--- src/rtl/game_pkg.sv ---
// Shared definitions for the road game controller: FSM state encodings
// and the visible screen height used for scroll wrapping.
package game_pkg;
  typedef enum logic [1:0] {
    ST_IDLE  = 2'd0,
    ST_RUN   = 2'd1,
    ST_CRASH = 2'd2,
    ST_OVER  = 2'd3
  } game_state_t;

  localparam int SCREEN_H = 480;
endpackage

--- src/rtl/btn_debounce.sv ---
// Two-flop synchronizer followed by a stable-time debouncer; the output level
// flips only after the synchronized input has disagreed with it for DEB_CYCLES cycles.
module btn_debounce #(
  parameter int DEB_CYCLES = 1_000_000
) (
  input  logic i_clk,
  input  logic i_rst,
  input  logic i_btn,
  output logic o_level
);
  localparam int CNT_W = $clog2(DEB_CYCLES) + 1;

  logic [1:0]       r_sync;
  logic [CNT_W-1:0] r_cnt;
  logic             r_level;

  always_ff @(posedge i_clk or posedge i_rst) begin
    if (i_rst) begin
      r_sync  <= 2'b00;
      r_cnt   <= '0;
      r_level <= 1'b0;
    end else begin
      r_sync <= {r_sync[0], i_btn};
      // Any cycle where the input agrees with the current level restarts the count.
      if (r_sync[1] == r_level) begin
        r_cnt <= '0;
      end else if (r_cnt == CNT_W'(DEB_CYCLES - 1)) begin
        r_cnt   <= '0;
        r_level <= r_sync[1];
      end else begin
        r_cnt <= r_cnt + 1'b1;
      end
    end
  end

  assign o_level = r_level;
endmodule

--- src/rtl/game_controller.sv ---
// Road game controller: debounced steering buttons, VS-derived frame tick,
// collision latch and an IDLE/RUN/CRASH/OVER game FSM with registered outputs.
module game_controller
  import game_pkg::*;
#(
  parameter int DEB_CYCLES   = 1_000_000,
  parameter int CAR_X_MIN    = 200,
  parameter int CAR_X_MAX    = 420,
  parameter int CAR_X_HOME   = 310,
  parameter int STEP         = 4,
  parameter int SPEED        = 3,
  parameter int CRASH_FRAMES = 120
) (
  input  logic        clk,
  input  logic        btnC,
  input  logic        btnL,
  input  logic        btnR,
  input  logic        VS,
  input  logic        collision,
  output logic [9:0]  car_x,
  output logic [8:0]  scroll_y,
  output logic [1:0]  game_state,
  output logic [15:0] score
);
  localparam int CW = $clog2(CRASH_FRAMES) + 1;

  logic        w_l_db, w_r_db, w_btn_rise, w_tick;
  logic        r_l_prev, r_r_prev;
  logic [1:0]  r_vs_sync;
  logic        r_vs_prev;
  logic        r_coll;
  logic [CW-1:0] r_crash_cnt;
  game_state_t r_state, w_state_next;
  logic [9:0]  r_car_x, w_x_next;
  logic [8:0]  r_scroll, w_scroll_next;
  logic [9:0]  w_scroll_sum;
  logic [15:0] r_score;

  btn_debounce #(.DEB_CYCLES(DEB_CYCLES)) u_deb_l (
    .i_clk(clk), .i_rst(btnC), .i_btn(btnL), .o_level(w_l_db)
  );
  btn_debounce #(.DEB_CYCLES(DEB_CYCLES)) u_deb_r (
    .i_clk(clk), .i_rst(btnC), .i_btn(btnR), .o_level(w_r_db)
  );

  assign w_btn_rise = (w_l_db & ~r_l_prev) | (w_r_db & ~r_r_prev);
  // VS is active-low, so the rising edge marks the end of the sync pulse.
  assign w_tick     = r_vs_sync[1] & ~r_vs_prev;

  always_ff @(posedge clk or posedge btnC) begin
    if (btnC) begin
      r_l_prev  <= 1'b0;
      r_r_prev  <= 1'b0;
      r_vs_sync <= 2'b11;
      r_vs_prev <= 1'b1;
    end else begin
      r_l_prev  <= w_l_db;
      r_r_prev  <= w_r_db;
      r_vs_sync <= {r_vs_sync[0], VS};
      r_vs_prev <= r_vs_sync[1];
    end
  end

  always_comb begin
    w_state_next = r_state;
    case (r_state)
      ST_IDLE:  if (w_btn_rise) w_state_next = ST_RUN;
      ST_RUN:   if (w_tick && r_coll) w_state_next = ST_CRASH;
      ST_CRASH: if (w_tick && r_crash_cnt == CW'(CRASH_FRAMES - 1)) w_state_next = ST_OVER;
      ST_OVER:  if (w_btn_rise) w_state_next = ST_IDLE;
      default:  w_state_next = ST_IDLE;
    endcase
  end

  always_ff @(posedge clk or posedge btnC) begin
    if (btnC) r_state <= ST_IDLE;
    else      r_state <= w_state_next;
  end

  always_comb begin
    w_x_next = r_car_x;
    if (w_l_db && !w_r_db)
      w_x_next = (r_car_x < 10'(CAR_X_MIN + STEP)) ? 10'(CAR_X_MIN) : r_car_x - 10'(STEP);
    else if (w_r_db && !w_l_db)
      w_x_next = (({1'b0, r_car_x} + 11'(STEP)) > 11'(CAR_X_MAX)) ? 10'(CAR_X_MAX)
                                                                 : r_car_x + 10'(STEP);
    w_scroll_sum  = {1'b0, r_scroll} + 10'(SPEED);
    w_scroll_next = (w_scroll_sum >= 10'(SCREEN_H)) ? 9'(w_scroll_sum - 10'(SCREEN_H))
                                                    : w_scroll_sum[8:0];
  end

  always_ff @(posedge clk or posedge btnC) begin
    if (btnC) begin
      r_car_x     <= 10'(CAR_X_HOME);
      r_scroll    <= '0;
      r_score     <= '0;
      r_coll      <= 1'b0;
      r_crash_cnt <= '0;
    end else begin
      // The latch is consumed by the FSM on the tick, then cleared for the next frame.
      if (w_tick)                             r_coll <= 1'b0;
      else if (r_state == ST_RUN && collision) r_coll <= 1'b1;
      case (r_state)
        ST_IDLE: begin
          r_car_x  <= 10'(CAR_X_HOME);
          r_scroll <= '0;
          r_score  <= '0;
        end
        ST_RUN: begin
          if (w_tick && r_coll) begin
            r_crash_cnt <= '0;
          end else if (w_tick) begin
            r_car_x  <= w_x_next;
            r_scroll <= w_scroll_next;
            if (r_score != 16'hFFFF) r_score <= r_score + 1'b1;
          end
        end
        ST_CRASH: if (w_tick) r_crash_cnt <= r_crash_cnt + 1'b1;
        default: ;
      endcase
    end
  end

  assign car_x      = r_car_x;
  assign scroll_y   = r_scroll;
  assign game_state = r_state;
  assign score      = r_score;
endmodule

--- config.mk ---
export PLATFORM = sky130hd
export DESIGN_NAME = game_controller
export DESIGN_NICKNAME = d
export VERILOG_FILES = /design/src/rtl/game_pkg.sv /design/src/rtl/btn_debounce.sv /design/src/rtl/game_controller.sv
export SDC_FILE = /design/constraint.sdc
export NUM_CORES = 1
export LEC_CHECK = 0
export BUFFER_PORTS_ARGS = -buffer_cell sky130_fd_sc_hd__buf_2
export CORE_MARGIN = 2
export CORE_UTILIZATION = 52
export CTS_BUF_LIST = sky130_fd_sc_hd__clkbuf_2
export CTS_CLUSTER_SIZE = 12
export DETAILED_ROUTE_END_ITERATION = 16
export GPL_ROUTABILITY_DRIVEN = 0
export GPL_TIMING_DRIVEN = 0
export PLACE_DENSITY = 0.74
export SLEW_MARGIN = 20
export SYNTH_ARGS = -nofsm -noshare
export SYNTH_HDL_FRONTEND = slang
export SYNTH_SLANG_ARGS = --single-unit
--- constraint.sdc ---
create_clock -name clk -period 7.6 [get_ports clk]
set_input_delay 0.38 -clock clk [delete_from_list [all_inputs] [get_ports clk]]
set_output_delay 0.38 -clock clk [all_outputs]
set_load 0.02 [all_outputs]
==> summary.txt, run 1 <==
Status
  • Status: complete, no violations

Global route
  • Initial antenna violation count: 0
  • Tot GR Track Use: 20.8%
  • Grt ovf: 0
  • First-pass GRT wire length: 19.2 mm
  • Largest net degree at the start of global routing: 59
  • Vias in the first global route: 4214

Floorplan
  • # rows: 37
  • Die Ht: 106 um
  • IO Pins: 43
  • CORE AREA: 0.0102 sq mm
  • Die width: 106 um
  • Starting Density: 52.9%
  • Area of the die: 0.0112 sq mm

Synth
  • Synthesis-stage register bit count: 98
  • Synth area leaders: dfrtp_1 (42%), nor2_1 (5.2%), xnor2_1 (5.0%), nand3_1 (4.2%), nand2_1 (4.0%)
  • Yosys warning count: 0
  • Mapped cell area: 0.00539 sq mm
  • Synth top area share: 41.8%
  • Top_reg_cell synth: dfrtp_1
  • Net Count, Synth: 613
  • Post-Syn Area per Cell: 9.07 sq um
  • Register area share after synthesis: 45.7%
  • Count leader, synth: dfrtp_1
  • Number of synthesized flops with an enable pin: 0
  • Fraction of registers with async set/reset: 100%
  • Post-synth top area cell: dfrtp_1
  • Post-synth top cells: dfrtp_1 (90), nor2_1 (75), nand2_1 (58), nand3_1 (45), xnor2_1 (31)
  • Syn Inst Count: 594
  • Yosys cell types: 65

Critical path
  • Crit path from: scroll_y[0]$_DFFE_PP0P_
  • CP arrival: 3300 ps
  • R2R depth: 12
  • Setup CP Type: flip-flop to flip-flop
  • Worst Setup EP: scroll_y[7]$_DFFE_PP0P_
  • RR Endpoint: scroll_y[7]$_DFFE_PP0P_
  • Crit path launch type: flip-flop
  • Data required, critical path: 8120 ps
  • Crit Reg-Reg Startpoint: scroll_y[0]$_DFFE_PP0P_
  • Critical Path Fanout Max: 9
  • R2R setup slack: 4820 ps
  • Setup crit end kind: flip-flop

Clocking
  • Post-CTS Hold Buffers: 4
  • CTS tree: done
  • Clock Latency Late Sink: 570 ps
  • CTS Root Cell: clkbuf_2
  • CTS Sinks: 98
  • PostCTS Resize Cnt: 0
  • CTS H-tree depth: 3
  • Worst-path clk slew: 250 ps
  • Clock buffer depth: 2
  • TritonCTS Buffers: 9
  • Post-CTS setup buffer count: 0

Worst hold path
  • Hold WC Path Type: input port to flip-flop

Timing
  • Final setup fails: 0
  • Fin. Hold Viols: 0
  • Worst clock skew: 15.8 ps
  • Max-slew headroom: 64.7%
  • Crit share post-route: 36.5%
  • F_max: 360 MHz
  • Fin. max-slew vios: 0
  • Slew @ Worst Pin: 526 ps
  • Post-route worst setup slack: 4820 ps
  • Setup TNS: 0 ps
  • RSZ-0062 raised after global routing: no
  • Tmin final: 2780 ps
  • Hold_ws: 80.7 ps

Place
  • Post-DP HPWL: 7.83 mm
  • PortBufs: 41
  • Dpl cell area: 0.00580 sq mm
  • Pre-CTS WS: 4900 ps

Layout
  • Fillers: 883
  • Cell area after layout: 0.00595 sq mm
  • NumNets Final: 670
  • Number of diodes: 0
  • Layout cells sized above 1: 13.4%
  • Synth-to-Final Area Change: 10.5%

Pwr
  • Peak VDD IR: 0.0847 mV
  • Pwr/cell area: 136 mW/mm^2
  • Lkg Pwr: 2.55 nW

Run
  • Max_cap viols: 0

Drt
  • Drt drc: 0
  • DR vias/cell: 5.67
  • Final wirelength: 11.1 mm
  • DR iter-0 viols: 265
  • Pre-antenna DRT Iters: 5
  • Via count: 4487
  • Post-route ant nets: 0
  • WL per Instance: 14.0 um
## worst min path at each step
stage,from,endpoint,depth (start not counted)
finish,collision,r_coll$_DFFE_PP0P_,3
global route,collision,r_coll$_DFFE_PP0P_,3
CTS,collision,r_coll$_DFFE_PP0P_,3
detailed placement,u_deb_l.r_sync[0]$_DFF_PP0_,u_deb_l.r_sync[1]$_DFF_PP0_,0
global placement,u_deb_l.r_sync[0]$_DFF_PP0_,u_deb_l.r_sync[1]$_DFF_PP0_,0
floorplan,u_deb_l.r_sync[0]$_DFF_PP0_,u_deb_l.r_sync[1]$_DFF_PP0_,0
## layer usage
layer	global-route usage, %	up-vias	routed length, um
met5	0	-	0
li1	-	2191	-
met3	3.65	13	499
met4	6.67	0	121
met2	34.0	117	5330
met1	28.4	2166	5120
## cells by family after synthesis
logic type | after synthesis | synth area share (%)
flip-flops | 98 | 45.7
multiplexers | 5 | 0.999
AO/OA/AOI/OAI | 101 | 12.4
other | 1 | 0.0696
buffers and inverters | 51 | 4.09
XOR/XNOR | 55 | 8.94
adder cells (fa/ha/maj) | 13 | 3.02
AND/OR/NAND/NOR | 270 | 24.8
## metrics by stage
stage / std cells / total power [mW] / util (%)
after global routing: 792 / 0.847 / 58.4
after CTS: 792 / 0.822 / 58.4
final: 792 / 0.810 / 58.4
after detailed placement: 772 / 0.565 / 56.9
after global placement: 771 / 0.562 / 56.6
after floorplan: 594 / 0.555 / -
## layout by cell type, fill, tap and decap left out, drive strengths merged, types with 13 or more instances in the layout
cell type  netlist  layout
a21oi           20      20
buf              8      50
clkbuf          20      30
dfrtp           90      90
ha              13      13
inv             23      24
nand2           58      58
nand3           45      45
nor2            76      76
nor3            20      20
o21ai           32      32
xnor2           31      31
xor2            24      24
## power by group
part / leakage (nW) / switching, mW / internal [mW]
Sequential: 1.33 / 0.00326 / 0.528
Combinational: 1.15 / 0.0173 / 0.00787
Clock: 0.0723 / 0.176 / 0.0780
Total: 2.55 / 0.197 / 0.614
## critical path, stage by stage (launching register included)
cell      delay (ps)
dfrtp_1          470
inv_1             90
ha_1             250
nand4b_2         350
or3_1            430
nand2_1           90
ha_1             140
nand3_1          130
nand2_1          110
o21ai_0           80
a311oi_1         360
a21oi_1          120
o21ai_1          120
## sequential cells by signal (all words and copies together), names as in the netlist
| name | count |
|---|---|
| u_deb_l.r_sync | 2 |
| u_deb_r.o_level | 1 |
| r_l_prev | 1 |
| r_crash_cnt | 8 |
| scroll_y | 9 |
| r_r_prev | 1 |
| u_deb_l.r_cnt | 21 |
| r_vs_prev | 1 |
| r_coll | 1 |
| game_state | 2 |
| score | 16 |
| u_deb_r.r_sync | 2 |
| r_vs_sync | 2 |
| u_deb_l.o_level | 1 |
| car_x | 9 |
| u_deb_r.r_cnt | 21 |
## cell type report
class	count	area (sq um)	area share (%)
Inverter	23	91.3	1.53
Multi-Input combinational cell	445	2710	45.5
Clock inverter	6	65.1	1.09
Buffer	28	134	2.25
Sequential cell	98	2460	41.4
Timing Repair Buffer	46	273	4.58
Clock buffer	10	50.0	0.841
Tap cell	136	170	2.86
No activity file was read; power rests on OpenSTA's default activity.
==> run 2, diff against run 1 <==
Settings changed: ABC_AREA set to 1, PLACE_DENSITY 0.74 to 0.73.
Clock period 7.6 ns to 2.72 ns, I/O delays scaled along.
==> run 2 against run 1 <==
Effect of this change: synthesized cell count increased by 23%; die area increased by 7.9%; final cell count increased by 18%; sequential share of layout area decreased by 2.9 points; wire length increased by 8.9%; non-clock buffer count decreased by 18; hold slack improved by 82 ps; setup slack got worse by 4000 ps; critical path depth unchanged; fmax increased by 43%; critical path type unchanged; critical endpoint is now car_x[7]$_DFFE_PP0P_.
==> summary.txt, run 2 <==
Drt
  • Drt drc: 0
  • DR WL met3: 536 um
  • Top sig layer: met4
  • M1 wire length: 5.44 mm
  • Pre-antenna DRT Iters: 6
  • DR iter-0 viols: 306
  • Metal2 WL: 5.81 mm
  • Final wirelength: 12.1 mm
  • DR vias/cell: 5.29
  • WL per Instance: 12.9 um
  • Via count: 4938
  • Post-route ant nets: 0

Pwr
  • Int Pwr: 1.62 mW
  • Net Sw Frac: 26.3%
  • Combinational Power Share: 3.6%
  • Lkg Pwr: 2.93 nW
  • Peak VDD IR: 0.226 mV
  • Pwr/cell area: 344 mW/mm^2
  • Clk pwr share: 29.0%
  • Sw Pwr: 0.580 mW
  • Sequential share of power: 67.4%

Floorplan
  • Die Ht: 110 um
  • Die width: 110 um
  • IO Pins: 43
  • CORE AREA: 0.0109 sq mm
  • # rows: 38
  • Area of the die: 0.0121 sq mm
  • Starting Density: 53.6%

Place
  • Pre-CTS WS: 800 ps
  • PortBufs: 41
  • Post-DP HPWL: 9.02 mm

Global route
  • Largest net degree at the start of global routing: 83
  • Tot GR Track Use: 21.4%
  • Vias in the first global route: 4705
  • Grt ovf: 0
  • Initial antenna violation count: 0
  • First-pass GRT wire length: 20.5 mm

Layout
  • Fillers: 975
  • Layout cells sized above 1: 17.6%
  • Most common cell after layout, fill and taps aside: nand2_1
  • NumNets Final: 808
  • Synth-to-Final Area Change: 9.70%
  • Number of diodes: 0
  • Most frequent cells in the layout: nand2_1 (159), inv_1 (95), dfrtp_1 (90)
  • Fin util: 58.7%

Synth
  • Post-Syn Area per Cell: 7.99 sq um
  • Synth area leaders: dfrtp_1 (39%), nand2_1 (10%), inv_1 (6.2%), nor2_1 (5.7%), nand3_1 (3.9%)
  • Post-synth top cells: nand2_1 (159), inv_1 (96), dfrtp_1 (90), nor2_1 (89), nand3_1 (46)
  • Synth top area share: 38.6%
  • Fraction of registers with async set/reset: 100%
  • Yosys cell types: 52
  • Mapped cell area: 0.00583 sq mm
  • Register area share after synthesis: 42.2%
  • Top_reg_cell synth: dfrtp_1
  • Number of synthesized flops with an enable pin: 0
  • Count leader, synth: nand2_1
  • Synthesis-stage register bit count: 98
  • Syn Inst Count: 730
  • Net Count, Synth: 749
  • Yosys warning count: 0
  • Post-synth top area cell: dfrtp_1

Clocking
  • Worst-path clk slew: 270 ps
  • Clock Latency Late Sink: 610 ps
  • PostCTS Resize Cnt: 0
  • CTS Root Cell: clkbuf_2
  • TritonCTS Buffers: 9
  • Clock buffer depth: 2
  • CTS H-tree depth: 3
  • CTS Sinks: 98
  • CTS tree: done

Critical path
  • Data required, critical path: 3250 ps
  • CP arrival: 2480 ps
  • Critical Path Fanout Max: 7
  • Crit path launch type: flip-flop
  • Setup crit end kind: flip-flop
  • Setup CP Type: flip-flop to flip-flop

Timing
  • Tmin final: 1940 ps
  • Crit share post-route: 71.4%
  • F_max: 515 MHz
  • Fin. Hold Viols: 0
  • Worst clock skew: 40.0 ps
  • Fin. max-slew vios: 0
  • Final setup fails: 0
  • Post-route worst setup slack: 779 ps
  • RSZ-0062 raised after global routing: no

Worst hold path
  • Hold WC Path Type: input port to flip-flop

Run
  • Max_cap viols: 0

Status
  • Status: complete, no violations
run 2: power by group through the flow:
stage	Clock (mW)	Combinational [mW]	Sequential, mW
floorplan	0	0.0507	1.51
global placement	0	0.0690	1.51
detailed placement	0	0.0769	1.51
CTS	0.662	0.0831	1.48
global route	0.723	0.0931	1.49
finish	0.638	0.0799	1.48
run 2: layout make-up:
cell class	instances	area (sq um)	area share (%)
multi-input cells	518	2880	45.0
flip-flops and latches	98	2460	38.5
inverters	106	415	6.49
repair buffers	48	293	4.58
well taps	140	175	2.74
plain buffers	8	81.3	1.27
clock buffers	10	50.0	0.782
clock inverters	6	42.5	0.665
run 2: path summary, 6_finish.rpt:
kind,startpoint,to,slack [ps],cells past startpoint
setup / recovery,car_x[2]$_DFFE_PP1P_,car_x[7]$_DFFE_PP0P_,780,12
hold / removal,VS,r_vs_sync[0]$_DFF_PP1_,160,2
setup reg to reg,car_x[2]$_DFFE_PP1P_,car_x[7]$_DFFE_PP0P_,780,12
hold reg to reg,r_vs_sync[0]$_DFF_PP1_,r_vs_sync[1]$_DFF_PP1_,380,0
max in group asynchronous,btnC,r_vs_prev$_DFF_PP1_,1460,5
min in group asynchronous,btnC,scroll_y[2]$_DFFE_PP0P_,550,4
run 2: kinds of logic (layout without fill, tap and decap cells):
group | Yosys count | after routing | share of synthesized area [%]
and+or+nand+nor | 396 | 396 | 34.2
buffers and inverters | 114 | 178 | 8.43
DFF | 98 | 98 | 42.2
AOI/OAI and AO/OA | 82 | 82 | 8.41
xor gates and xnor gates | 26 | 26 | 3.91
adders and majority gates | 13 | 13 | 2.79
other | 1 | 1 | 0.0643
run 2: worst max-delay path: stages, from the launching register on:
cell,delay (ps)
dfstp_2,660
inv_1,120
ha_1,320
inv_1,70
nand2_1,50
nand2_1,50
nand2_1,50
nand3_1,60
nand2_1,60
nand3_2,130
nand3_1,120
o21ai_1,130
nand2_1,60
run 2: metrics by stage:
step	area (sq um)	hold slack, ps	instances	total power, mW	setup TNS [ps]
floorplan	5830	140	730	1.56	0
global placement	6210	245	911	1.58	-97940
detailed placement	6240	75.9	912	1.58	0
CTS	6400	104	934	2.23	0
global route	6400	94.9	934	2.30	0
finish	6400	163	934	2.20	0
run 2: what timing repair did:
action / 4_1_cts / 5_1_grt
hold endpoints to repair: 96 / 0
hold buffers: 6 / 0
buffers inserted: 0 / 0
run 2: metal layers:
metal | GRT usage [%] | vias to the layer above
met3 | 3.32 | 23
li1 | - | 2488
met5 | 0 | -
met2 | 35.9 | 125
met4 | 9.58 | 0
met1 | 27.2 | 2302
==> run 3, diff against run 2 <==
Settings changed: PLACE_DENSITY 0.73 to 0.76.
Clock period 2.72 ns to 1.7 ns, I/O delays scaled along.
==> run 3 against run 2 <==
Effect of this change: first-iteration DRC count is 100% higher; final cell count rose by 4.8%; flip-flop and latch count is the same; the run now ends with setup timing left; largest power group unchanged; sequential power is 61% higher.
==> summary.txt, run 3 (synthesis results as in run 2) <==
Status
  • Status: complete, but fails checks
  • Failing checks: setup timing

Global route
  • Tot GR Track Use: 22.8%
  • Grt ovf: 0
  • First-pass GRT wire length: 21.7 mm
  • Vias in the first global route: 4976
  • Largest net degree at the start of global routing: 35
  • Initial antenna violation count: 0

Timing
  • Fin. Hold Viols: 0
  • Fin. max-slew vios: 0
  • RSZ-0062 raised after global routing: yes
  • Hold_ws: 55.8 ps
  • F_max: 536 MHz
  • Crit share post-route: 110%
  • Worst clock skew: 27.0 ps
  • Tmin final: 1870 ps
  • Post-route worst setup slack: -166 ps
  • Final setup fails: 12

Critical path
  • Critical Path Fanout Max: 6
  • Buf+Inv Stages, Crit Path: 2
  • CP max stage delay: 680 ps
  • Setup CP Type: flip-flop to flip-flop
  • Slowest CP cell: dfstp_2
  • Most common cell type on the critical path: nand2_2
  • Data required, critical path: 2260 ps
  • Crit-path cells: ha_4 -> buf_4 -> inv_1 -> nand2_1 -> nand2_2 -> nand2_2 -> nand3_2 -> nand2_2 -> nand3_4 -> nand3_2 -> nand2_2 -> a21oi_2
  • Crit path from: car_x[2]$_DFFE_PP1P_
  • R2R setup slack: -170 ps
  • Crit Reg-Reg Startpoint: car_x[2]$_DFFE_PP1P_
  • Setup crit end kind: flip-flop
  • Crit path launch type: flip-flop
  • Crit path max-delay family: flip-flops
  • CP arrival: 2430 ps

Place
  • Dpl cell area: 0.00633 sq mm
  • Pre-CTS WS: -179 ps
  • Placed Cells: 914
  • PortBufs: 41
  • Post-DP HPWL: 9.09 mm

Clocking
  • TritonCTS Buffers: 9
  • CTS tree: done
  • Clock buffer depth: 2
  • Worst-path clk slew: 290 ps
  • CTS Root Cell: clkbuf_2
  • Clock Latency Late Sink: 630 ps
  • CTS Sinks: 98
  • CTS H-tree depth: 3

Layout
  • Area of the multi-input gates: 0.00326 sq mm
  • Fillers: 857
  • Most common cell after layout, fill and taps aside: nand2_1
  • Cell area after layout: 0.00721 sq mm
  • Number of diodes: 0
  • FF/Latch Area: 0.00247 sq mm
  • Most frequent cells in the layout: nand2_1 (150), nor2_1 (86), inv_1 (84), dfrtp_1 (84), buf_4 (41)
  • NumNets Final: 853
  • Synth-to-Final Area Change: 23.6%
  • Final std cells w/o fill: 979
  • Layout cells sized above 1: 29.8%

Drt
  • Final wirelength: 13.5 mm
  • Pre-antenna DRT Iters: 5
  • DR vias/cell: 5.40
  • Post-route ant nets: 0
  • DR iter-0 viols: 617
  • WL per Instance: 13.8 um
  • Via count: 5288
  • Drt drc: 0

Pwr
  • Lkg Pwr: 3.29 nW
  • Pwr/cell area: 528 mW/mm^2
  • PnR Total Power: 3.81 mW
  • Peak VDD IR: 0.438 mV

Floorplan
  • Die Ht: 110 um
  • Die width: 110 um
  • # rows: 38
  • Starting Density: 53.6%
  • Area of the die: 0.0121 sq mm
  • IO Pins: 43
  • CORE AREA: 0.0109 sq mm

Worst hold path
  • Hold WC Path Type: input port to flip-flop
  • Hold_sp: btnR

Run
  • Max_cap viols: 0
==> run 3: where the power goes <==
part	switching (mW)	total (mW)	internal, mW
Combinational	0.104	0.172	0.0681
Clock	0.885	1.26	0.375
Sequential	0.0149	2.38	2.36
Total	1.00	3.81	2.80
==> run 3: layout make-up <==
cell class                 count  share of cell area (%)
clock buffer                   9                   0.625
multi-input combinational    519                    45.2
inverter                     106                    5.78
buffer                         8                    1.25
timing repair buffer          92                    9.25
tap                          140                    2.43
clock inverter                 7                    1.16
sequential                    98                    34.3
==> run 3: what timing repair did <==
action | 4_1_cts | 5_1_grt
endpoints found under the hold margin | 72 | 2
pin swaps | 7 | 37
setup endpoints to repair | 41 | 57
buffers inserted | 14 | 26
gates resized for setup | 22 | 71
gates cloned | 1 | 0
hold buffers | 6 | 2
==> run 3: path summary, 6_finish.rpt <==
path	end	cells after the start
worst max-delay path	car_x[5]$_DFFE_PP1P_	12
worst min-delay path	u_deb_r.r_sync[0]$_DFF_PP0_	2
worst max register to register	car_x[5]$_DFFE_PP1P_	12
worst min register to register	u_deb_r.r_sync[1]$_DFF_PP0_	0
max in group asynchronous	u_deb_r.r_cnt[14]$_DFF_PP0_	7
min in group asynchronous	score[5]$_DFFE_PP0P_	4
==> run 3: through the flow <==
step | utilization [%] | setup TNS, ps
floorplan | - | -137
global placement | 57.5 | -17040
detailed placement | 58.1 | -1540
CTS | 61.7 | -486
global route | 66.2 | -3300
finish | 66.2 | -1090
==> run 3: metal layers <==
metal | share of wire (%) | global-route usage [%] | vias up
met1 | 42 | 27.8 | 2520
li1 | - | - | 2577
met3 | 4.9 | 5.16 | 31
met2 | 51 | 37.8 | 160
met5 | 0 | 0 | -
met4 | 2.4 | 11.7 | 0
